==> config.mk <==
export PLATFORM = sky130hd
export DESIGN_NAME = cpu_mu0_core
export DESIGN_NICKNAME = d
export VERILOG_FILES = /design/src/rtl/cpu_mu0_core.sv
export SDC_FILE = /design/constraint.sdc
export NUM_CORES = 1
export LEC_CHECK = 0
export BUFFER_PORTS_ARGS = -buffer_cell sky130_fd_sc_hd__clkbuf_2
export CAP_MARGIN = 20
export CORE_ASPECT_RATIO = 1.75
export CORE_MARGIN = 2
export CORE_UTILIZATION = 58
export CTS_CLUSTER_DIAMETER = 50
export DETAILED_ROUTE_END_ITERATION = 12
export PLACE_DENSITY = 0.92
export RECOVER_POWER = 50
export SLEW_MARGIN = 30
export SYNTH_ARGS = -nofsm -noshare
export SYNTH_HDL_FRONTEND = slang
export SYNTH_SLANG_ARGS = --single-unit
==> constraint.sdc <==
create_clock -name clk -period 7.27 [get_ports clk]
set_clock_uncertainty 0.2 [all_clocks]
set_input_delay 1.454 -clock clk [delete_from_list [all_inputs] [get_ports clk]]
set_output_delay 1.454 -clock clk [all_outputs]
set_load 0.02 [all_outputs]
==> src/rtl/cpu_mu0_core.sv <==
// MU0 architectural state and execute unit: accumulator, 12-bit PC and run flag.
// Optional OUT trace print enabled by defining MU0_CORE_OUT_DISPLAY_EN.
module cpu_mu0_core (
    input  logic        clk,
    input  logic        rst,
    input  logic [15:0] instr,
    input  logic [15:0] readdata,
    input  logic        validRead,
    output logic [11:0] pc,
    output logic [15:0] writedata,
    output logic        running
);

    typedef enum logic [3:0] {
        OP_LDA = 4'd0,
        OP_STO = 4'd1,
        OP_ADD = 4'd2,
        OP_SUB = 4'd3,
        OP_JMP = 4'd4,
        OP_JGE = 4'd5,
        OP_JNE = 4'd6,
        OP_STP = 4'd7,
        OP_OUT = 4'd8
    } mu0_op_e;

    logic [15:0] r_acc;
    logic [11:0] r_pc;
    logic        r_run;

    logic [15:0] w_acc_nxt;
    logic [11:0] w_pc_nxt;
    logic        w_run_nxt;
    logic [3:0]  w_opcode;
    logic [11:0] w_operand;
    logic [11:0] w_pc_inc;
    logic        w_exec;
    logic        w_acc_neg;
    logic        w_acc_zero;

    assign w_opcode   = instr[15:12];
    assign w_operand  = instr[11:0];
    assign w_pc_inc   = r_pc + 12'd1;
    assign w_exec     = validRead & r_run;
    assign w_acc_neg  = r_acc[15];
    assign w_acc_zero = (r_acc == 16'h0000);

    // Instruction decode and next architectural state; holds everything when not executing.
    always_comb begin
        w_acc_nxt = r_acc;
        w_pc_nxt  = r_pc;
        w_run_nxt = r_run;
        if (w_exec) begin
            case (w_opcode)
                OP_LDA: begin
                    w_acc_nxt = readdata;
                    w_pc_nxt  = w_pc_inc;
                end
                OP_STO: begin
                    w_pc_nxt  = w_pc_inc;
                end
                OP_ADD: begin
                    w_acc_nxt = r_acc + readdata;
                    w_pc_nxt  = w_pc_inc;
                end
                OP_SUB: begin
                    w_acc_nxt = r_acc - readdata;
                    w_pc_nxt  = w_pc_inc;
                end
                OP_JMP: begin
                    w_pc_nxt  = w_operand;
                end
                OP_JGE: begin
                    if (!w_acc_neg) begin
                        w_pc_nxt = w_operand;
                    end else begin
                        w_pc_nxt = w_pc_inc;
                    end
                end
                OP_JNE: begin
                    if (!w_acc_zero) begin
                        w_pc_nxt = w_operand;
                    end else begin
                        w_pc_nxt = w_pc_inc;
                    end
                end
                OP_STP: begin
                    w_run_nxt = 1'b0;
                end
                OP_OUT: begin
                    w_pc_nxt  = w_pc_inc;
                end
                default: begin
                    w_pc_nxt  = w_pc_inc;
                end
            endcase
        end else begin
            w_acc_nxt = r_acc;
            w_pc_nxt  = r_pc;
            w_run_nxt = r_run;
        end
    end

    // Architectural registers; asynchronous reset restarts the core at address zero.
    always_ff @(posedge clk or negedge rst) begin
        if (!rst) begin
            r_acc <= 16'h0000;
            r_pc  <= 12'h000;
            r_run <= 1'b1;
        end else begin
            r_acc <= w_acc_nxt;
            r_pc  <= w_pc_nxt;
            r_run <= w_run_nxt;
        end
    end

`ifdef MU0_CORE_OUT_DISPLAY_EN
    // Simulation trace of the signed accumulator when OUT executes.
    always @(posedge clk) begin
        if (rst && w_exec && (w_opcode == OP_OUT)) begin
            $display("CPU : OUTPUT: %d", $signed(r_acc));
        end
    end
`endif

    assign pc        = r_pc;
    assign writedata = r_acc;
    assign running   = r_run;

endmodule

==> results of run 1 <==
## registers in the layout, indices dropped and copies added (netlist names)
name and cells:
running 1, pc 12, writedata 16
## layout by cell type, fill, tap and decap left out, types with 4 or more instances in the layout
cell | Yosys | layout
clkbuf_8 | 0 | 5
nand3_1 | 18 | 18
inv_1 | 10 | 10
nand4_1 | 5 | 5
a21o_1 | 8 | 8
ha_1 | 17 | 17
clkbuf_1 | 12 | 15
and3_1 | 8 | 8
o21ai_0 | 32 | 32
nand2_1 | 30 | 29
mux2i_1 | 7 | 7
xor2_1 | 8 | 8
nor2_1 | 30 | 30
clkbuf_2 | 0 | 48
nor2b_1 | 4 | 4
xnor2_1 | 16 | 16
a21oi_1 | 44 | 44
a211oi_1 | 5 | 5
dfrtp_1 | 28 | 28
nor3_1 | 10 | 8
## synthesized netlist by cell type, types with 4 or more instances
library cell  instances
a21oi_1              44
o21ai_0              32
nand2_1              30
nor2_1               30
dfrtp_1              28
nand3_1              18
ha_1                 17
xnor2_1              16
clkbuf_1             12
inv_1                10
nor3_1               10
a21o_1                8
and3_1                8
xor2_1                8
mux2i_1               7
a211oi_1              5
nand4_1               5
nor2b_1               4
## final cells by class
type / instances / area share, %
well taps: 51 / 2.06
multi-input cells: 287 / 60.7
clock buffers: 5 / 2.22
inverters: 10 / 1.21
flip-flops and latches: 29 / 23.4
repair buffers: 64 / 9.80
clock inverters: 3 / 0.565
## routing by layer
metal  vias up  wire (µm)  GRT usage, %
met3        56        351          6.34
met5         -          0             0
li1       1362          -             -
met2       118       4200          60.0
met4         0        647          26.8
met1      1374       2730          27.5
## worst paths after layout
kind / startpoint / endpoint / slack, ps / cells after the start
setup / recovery: readdata[5] / writedata[15] / 2780 / 13
hold / removal: running / running / 300 / 1
setup reg to reg: writedata[0] / writedata[12] / 4470 / 10
hold reg to reg: running / running / 300 / 1
max in group asynchronous: rst / writedata[12] / 4540 / 1
min in group asynchronous: rst / writedata[8] / 1360 / 1
## through the flow
| stage | instances | instance area [µm²] |
|---|---|---|
| after floorplan | 339 | 2680 |
| after global placement | 441 | 3020 |
| after CTS | 449 | 3110 |
| after detailed placement | 441 | 3030 |
| after global routing | 449 | 3100 |
| final | 449 | 3100 |
## cell families after synthesis
kind of cell / count (synthesis)
fa+ha+maj: 18
flops: 29
simple gates: 127
mux: 7
xor+xnor: 24
compound gates: 111
buf+inv: 23
## where the power goes
| group | total, mW | internal [mW] | switching [mW] |
|---|---|---|---|
| Combinational | 0.0783 | 0.0311 | 0.0471 |
| Sequential | 0.161 | 0.161 | 0 |
| Clock | 0.140 | 0.0661 | 0.0735 |
==> flow_metrics.env, run 1 <==
export IMPL_cpMaxStageDelayCell="or3_4"
export IMPL_grt_pass1_vias=2975
export IMPL_initial_core_util_pct=60.3
export IMPL_grt_max_degree=34
export IMPL_power_leakage_nw=1.49
export IMPL_max_freq_ghz=0.223
export IMPL_hold_ws_ps=304
export IMPL_ys_seq_area_share_pct=27.1
export IMPL_critical_path_top_delay_family="simple AND/OR/NAND/NOR gates"
export IMPL_dpl_hpwl_um=6170
export IMPL_start_kind="input port"
export IMPL_postCtsResizedCells=0
export IMPL_maxSlewViolCount=30
export IMPL_io_buffers=63
export IMPL_die_x_um=55.4
export IMPL_outcome="complete, but fails checks"
export IMPL_synth_enable_flop_cells=0
export IMPL_syn_area_um2=2680
export IMPL_period_needed_ps=4490
export IMPL_setup_viol=0
export IMPL_total_power_uw=379
export IMPL_synth_mux_area_share_pct=2.62
export IMPL_postCtsSetupBuffers=0
export IMPL_tns_ps=0
export IMPL_yosys_area_share_xor_xnor_pct=7.85
export IMPL_cpPeakStageDelay_ps=400
export IMPL_cts_root_buf="clkbuf_8"
export IMPL_synth_top_area_share_pct=26.2
export IMPL_netlist_top_cells_area="dfrtp_1, a21oi_1, ha_1"
export IMPL_rsz0062_at_grt="false"
export IMPL_drt_wl_total_um=7940
export IMPL_synth_seq_cells=29
export IMPL_synth_async_reset_ratio_pct=100
export IMPL_synth_top_family_by_area="compound AO/OA/AOI/OAI gates"
export IMPL_wl_per_cell_um=17.7
export IMPL_area_delta_synth_final_pct=15.8
export IMPL_violations="max-capacitance violations, max-slew violations"
export IMPL_maxCapViolations=1
export IMPL_p_per_area_nw_per_um2=122
export IMPL_utilization_pct=69.8
export IMPL_synthAdderAreaFrac_pct=8.69
export IMPL_hold_path_class="flip-flop to flip-flop"
export IMPL_nNetsFinal=450
export IMPL_required_ps=7220
export IMPL_hold_viol=0
export IMPL_core_um2=4440
export IMPL_row_count=32
export IMPL_grt_overflow_total=0
export IMPL_antenna_found_initial=0
export IMPL_seq_area_um2=727
export IMPL_htree_levels=2
export IMPL_dr_pass1_iters=4
export IMPL_path_clk_slew_ps=70
export IMPL_fill_cells=367
export IMPL_gp_congestion=0.987
export IMPL_ys_warn_count=0
export IMPL_die_y_um=93.9
export IMPL_timing_final_crit_share_pct=61.7
export IMPL_ir_drop_uv=154
export IMPL_cts_buffers=5
export IMPL_synth_simple_gate_area_share_pct=24.7
export IMPL_clk_latency_ps=290
export IMPL_grt_first_pass_wirelength_um=13000
export IMPL_ctsHoldBuffers=0
export IMPL_synthCells=339
export IMPL_drtIter0Drc=65
export IMPL_syn_nets=392
export IMPL_relSlewSlack_pct=-9.49
export IMPL_layout_drive_gt1_share_pct=17.8
export IMPL_crit_type="input port to flip-flop"
export IMPL_multi_input_area_um2=1880
export IMPL_post_place_ws_ps=2510
export IMPL_synth_compound_gate_area_share_pct=25.8
export IMPL_yosysUniqueCellTypes=50
export IMPL_antenna_cells=0
export IMPL_worst_slew_pin_transition_ps=1640
export IMPL_routed_via_density=6.48
export IMPL_critPathMaxFanout=8
export IMPL_drc_errors=0
export IMPL_crit_chain="clkbuf_2 > or3_4 > or2_2 > nor2_1 > a31oi_1 > xnor2_1 > ha_1 > a21oi_1 > nor2b_1 > o31a_1 > nor4_4 > xnor2_1 > o221ai_1"
export IMPL_numClockSinks=29
export IMPL_ant_nets=0
export IMPL_cts_max_path_buffers=2
export IMPL_end_kind="flip-flop"
export IMPL_critPathBufInv=1
export IMPL_cpMostUsedCell="xnor2_1"
export IMPL_syn_area_per_cell_um2=7.90
export IMPL_boundaryPins=64
export IMPL_synth_flop_cell="dfrtp_1"
export IMPL_fin_ws_ps=2780
export IMPL_dieArea_um2=5200
export IMPL_grt_use_total_pct=31.7
export IMPL_arrival_ps=4430
export IMPL_yosysTopAreaCell="dfrtp_1"
export IMPL_vias=2910
export IMPL_cts_tree="yes"
(Power assumes the default switching activity.)
==> inputs of run 2 (changes only) <==
--- a/config.mk
+++ b/config.mk
@@ -5,14 +5,15 @@
 export SDC_FILE = /design/constraint.sdc
 export NUM_CORES = 1
 export LEC_CHECK = 0
+export ABC_AREA = 1
 export BUFFER_PORTS_ARGS = -buffer_cell sky130_fd_sc_hd__clkbuf_2
 export CAP_MARGIN = 20
 export CORE_ASPECT_RATIO = 1.75
 export CORE_MARGIN = 2
-export CORE_UTILIZATION = 58
+export CORE_UTILIZATION = 51
 export CTS_CLUSTER_DIAMETER = 50
 export DETAILED_ROUTE_END_ITERATION = 12
-export PLACE_DENSITY = 0.92
+export PLACE_DENSITY = 0.85
 export RECOVER_POWER = 50
 export SLEW_MARGIN = 30
 export SYNTH_ARGS = -nofsm -noshare
==> constraint.sdc (replaced) <==
create_clock -name clk -period 3.8 [get_ports clk]
set_clock_uncertainty 0.2 [all_clocks]
set_input_delay 0.76 -clock clk [delete_from_list [all_inputs] [get_ports clk]]
set_output_delay 0.76 -clock clk [all_outputs]
set_load 0.02 [all_outputs]
==> run 2 against run 1 <==
Net effect:
- the run still ends with max-capacitance violations, max-slew violations left
- routed wire length increased by 15%
- area after synthesis grew 18%
- register-to-register slack worse by 3000 ps
- combinational power grew 120%
- synthesized cell count up 57%
- cell count increased by 50%
- via count grew 23%
- non-clock buffer count unchanged
- sequential share of layout area fell by 3.1 points
- die area increased by 32%
- total power up 97%
- hold slack got worse by 26 ps
- critical endpoint unchanged
- largest cell class unchanged
- largest power group unchanged
==> flow_metrics.env, run 2 <==
export IMPL_row_count=37
export IMPL_nNetsFinal=647
export IMPL_synthCells=532
export IMPL_syn_area_per_cell_um2=5.93
export IMPL_seq_area_um2=727
export IMPL_worst_slew_pin_transition_ps=1720
export IMPL_final_cell_mix="nand2_1, inv_1, nor2_1, clkbuf_2, nand3_1"
export IMPL_antenna_found_initial=0
export IMPL_yosysTopAreaCell="dfrtp_1"
export IMPL_die_x_um=63.5
export IMPL_syn_nets=585
export IMPL_fin_ws_ps=555
export IMPL_grt_overflow_total=0
export IMPL_hold_path_class="flip-flop to flip-flop"
export IMPL_vias=3586
export IMPL_ctsHoldBuffers=0
export IMPL_routed_via_density=5.33
export IMPL_end_kind="flip-flop"
export IMPL_grt_pass1_vias=3613
export IMPL_postCtsSetupBuffers=0
export IMPL_maxSlewViolCount=30
export IMPL_routed_top_layer="met4"
export IMPL_utilization_pct=60.5
export IMPL_synth_seq_cells=29
export IMPL_core_um2=5930
export IMPL_hold_ws_ps=277
export IMPL_synth_async_reset_ratio_pct=100
export IMPL_timing_final_crit_share_pct=85.4
export IMPL_grt_first_pass_wirelength_um=15700
export IMPL_layout_drive_gt1_share_pct=13.6
export IMPL_numClockSinks=29
export IMPL_cts_max_path_buffers=2
export IMPL_outcome="complete, but fails checks"
export IMPL_cpMostUsedCell="nand2_1"
export IMPL_p_per_area_nw_per_um2=208
export IMPL_start_kind="input port"
export IMPL_ys_warn_count=0
export IMPL_cts_root_buf="clkbuf_8"
export IMPL_grt_max_degree=30
export IMPL_netSwitchingFraction_pct=33.5
export IMPL_reg2reg_slack_ps=1500
export IMPL_dr_pass1_iters=5
export IMPL_final_common_cell="nand2_1"
export IMPL_synth_enable_flop_cells=0
export IMPL_grt_use_total_pct=28.7
export IMPL_drtIter0Drc=248
export IMPL_m1WireLength_um=3500
export IMPL_ant_nets=0
export IMPL_yosysMostFrequentCell="nand2_1"
export IMPL_htree_levels=2
export IMPL_io_buffers=63
export IMPL_initial_core_util_pct=53.2
export IMPL_path_clk_slew_ps=70
export IMPL_wl_met2_um=4900
export IMPL_switchingPower_uw=250
export IMPL_power_leakage_nw=2.06
export IMPL_tns_ps=0
export IMPL_critPathMaxFanout=6
export IMPL_dieArea_um2=6850
export IMPL_ir_drop_uv=188
export IMPL_boundaryPins=64
export IMPL_arrival_ps=3230
export IMPL_synth_common_cells="nand2_1, inv_1, nor2_1, nand3_1, dfrtp_1"
export IMPL_cts_tree="yes"
export IMPL_rsz0062_at_grt="false"
export IMPL_p_clk_share_pct=35.3
export IMPL_pwr_share_seq_pct=41.4
export IMPL_combPwrFrac_pct=23.3
export IMPL_fill_cells=632
export IMPL_post_place_ws_ps=250
export IMPL_setup_viol=0
export IMPL_area_delta_synth_final_pct=13.6
export IMPL_die_y_um=108
export IMPL_period_needed_ps=3250
export IMPL_cpMaxStageDelayCell="ha_1"
export IMPL_syn_area_um2=3150
export IMPL_required_ps=3790
export IMPL_maxCapViolations=1
export IMPL_synth_top_area_share_pct=22.2
export IMPL_cpPeakStageDelay_ps=370
export IMPL_yosysUniqueCellTypes=34
export IMPL_gp_congestion=0.924
export IMPL_antenna_cells=0
export IMPL_multi_input_area_um2=2040
export IMPL_dpl_hpwl_um=7210
export IMPL_crit_type="input port to flip-flop"
export IMPL_ys_seq_area_share_pct=23.0
export IMPL_drc_errors=0
export IMPL_clk_latency_ps=300
export IMPL_drt_wl_total_um=9130
export IMPL_largest_reg_flops=16
export IMPL_post_dp_cell_area_um2=3520
export IMPL_max_freq_ghz=0.308
export IMPL_p_int_uw=496
export IMPL_hold_viol=0
export IMPL_final_cell_area_um2=3580
export IMPL_wl_met3_um=401
export IMPL_relSlewSlack_pct=-14.7
export IMPL_synth_flop_cell="dfrtp_1"
export IMPL_postCtsResizedCells=0
export IMPL_cts_buffers=5
export IMPL_wl_per_cell_um=13.6
export IMPL_crit_chain="clkbuf_2 > inv_1 > ha_1 > nand3_1 > nor3_1 > nand3_1 > nand2_1 > xor2_1 > inv_1 > ha_1 > nand2_1 > inv_1 > nand2_1 > nor3_1 > a21oi_1 > nand2_1 > nand3_1 > nand2_1 > nand2_1"
export IMPL_netlist_top_cells_area="dfrtp_1, nand2_1, inv_1"
export IMPL_violations="max-capacitance violations, max-slew violations"
-- run 2: worst paths after layout --
path | startpoint | end | cells past startpoint
worst max-delay path | readdata[0] | writedata[15] | 19
worst min-delay path | running | running | 2
worst max register to register | writedata[0] | writedata[10] | 14
worst min register to register | running | running | 2
max in group asynchronous | rst | writedata[15] | 1
min in group asynchronous | rst | pc[5] | 1
-- run 2: per-layer routing --
metal  GRT usage (%)  up-vias
met4            14.3        0
met5               0        -
met1            30.2     1648
met3            3.75       31
li1                -     1776
met2            54.7      131
-- run 2: logic make-up (layout without fill, tap and decap cells) --
kind of cell,Yosys count,count (layout),synth area share [%]
adders and majority gates,18,18,7.38
DFF,29,29,23.0
and+or+nand+nor,305,305,40.9
AOI/OAI and AO/OA,63,63,10.7
xor gates and xnor gates,21,21,5.83
buffers and inverters,96,159,12.1
-- run 2: area by class of cell --
| class | count | share of cell area (%) |
|---|---|---|
| Tap cell | 78 | 2.72 |
| Timing Repair Buffer | 64 | 8.52 |
| Multi-Input combinational cell | 407 | 57.0 |
| Inverter | 87 | 9.12 |
| Sequential cell | 29 | 20.3 |
| Clock inverter | 2 | 0.279 |
| Clock buffer | 6 | 2.03 |
-- run 2: critical path, delay by kind of cell --
| kind | cells | cell delay [ps] |
|---|---|---|
| simple gates | 11 | 1360 |
| buf+inv | 4 | 310 |
| xor+xnor | 1 | 150 |
| fa+ha+maj | 2 | 540 |
| compound gates | 1 | 110 |
-- run 2: metrics by stage --
stage                     power (mW)  cells
final                          0.746    673
after global placement         0.483    665
after floorplan                0.430    532
after CTS                      0.753    673
after global routing           0.790    673
after detailed placement       0.486    665
-- run 2: power by group through the flow --
stage,Sequential [mW],Combinational (mW),Clock [mW]
floorplan,0.315,0.116,0
global placement,0.314,0.168,0
detailed placement,0.314,0.172,0
CTS,0.309,0.173,0.272
global route,0.308,0.198,0.283
finish,0.309,0.174,0.264
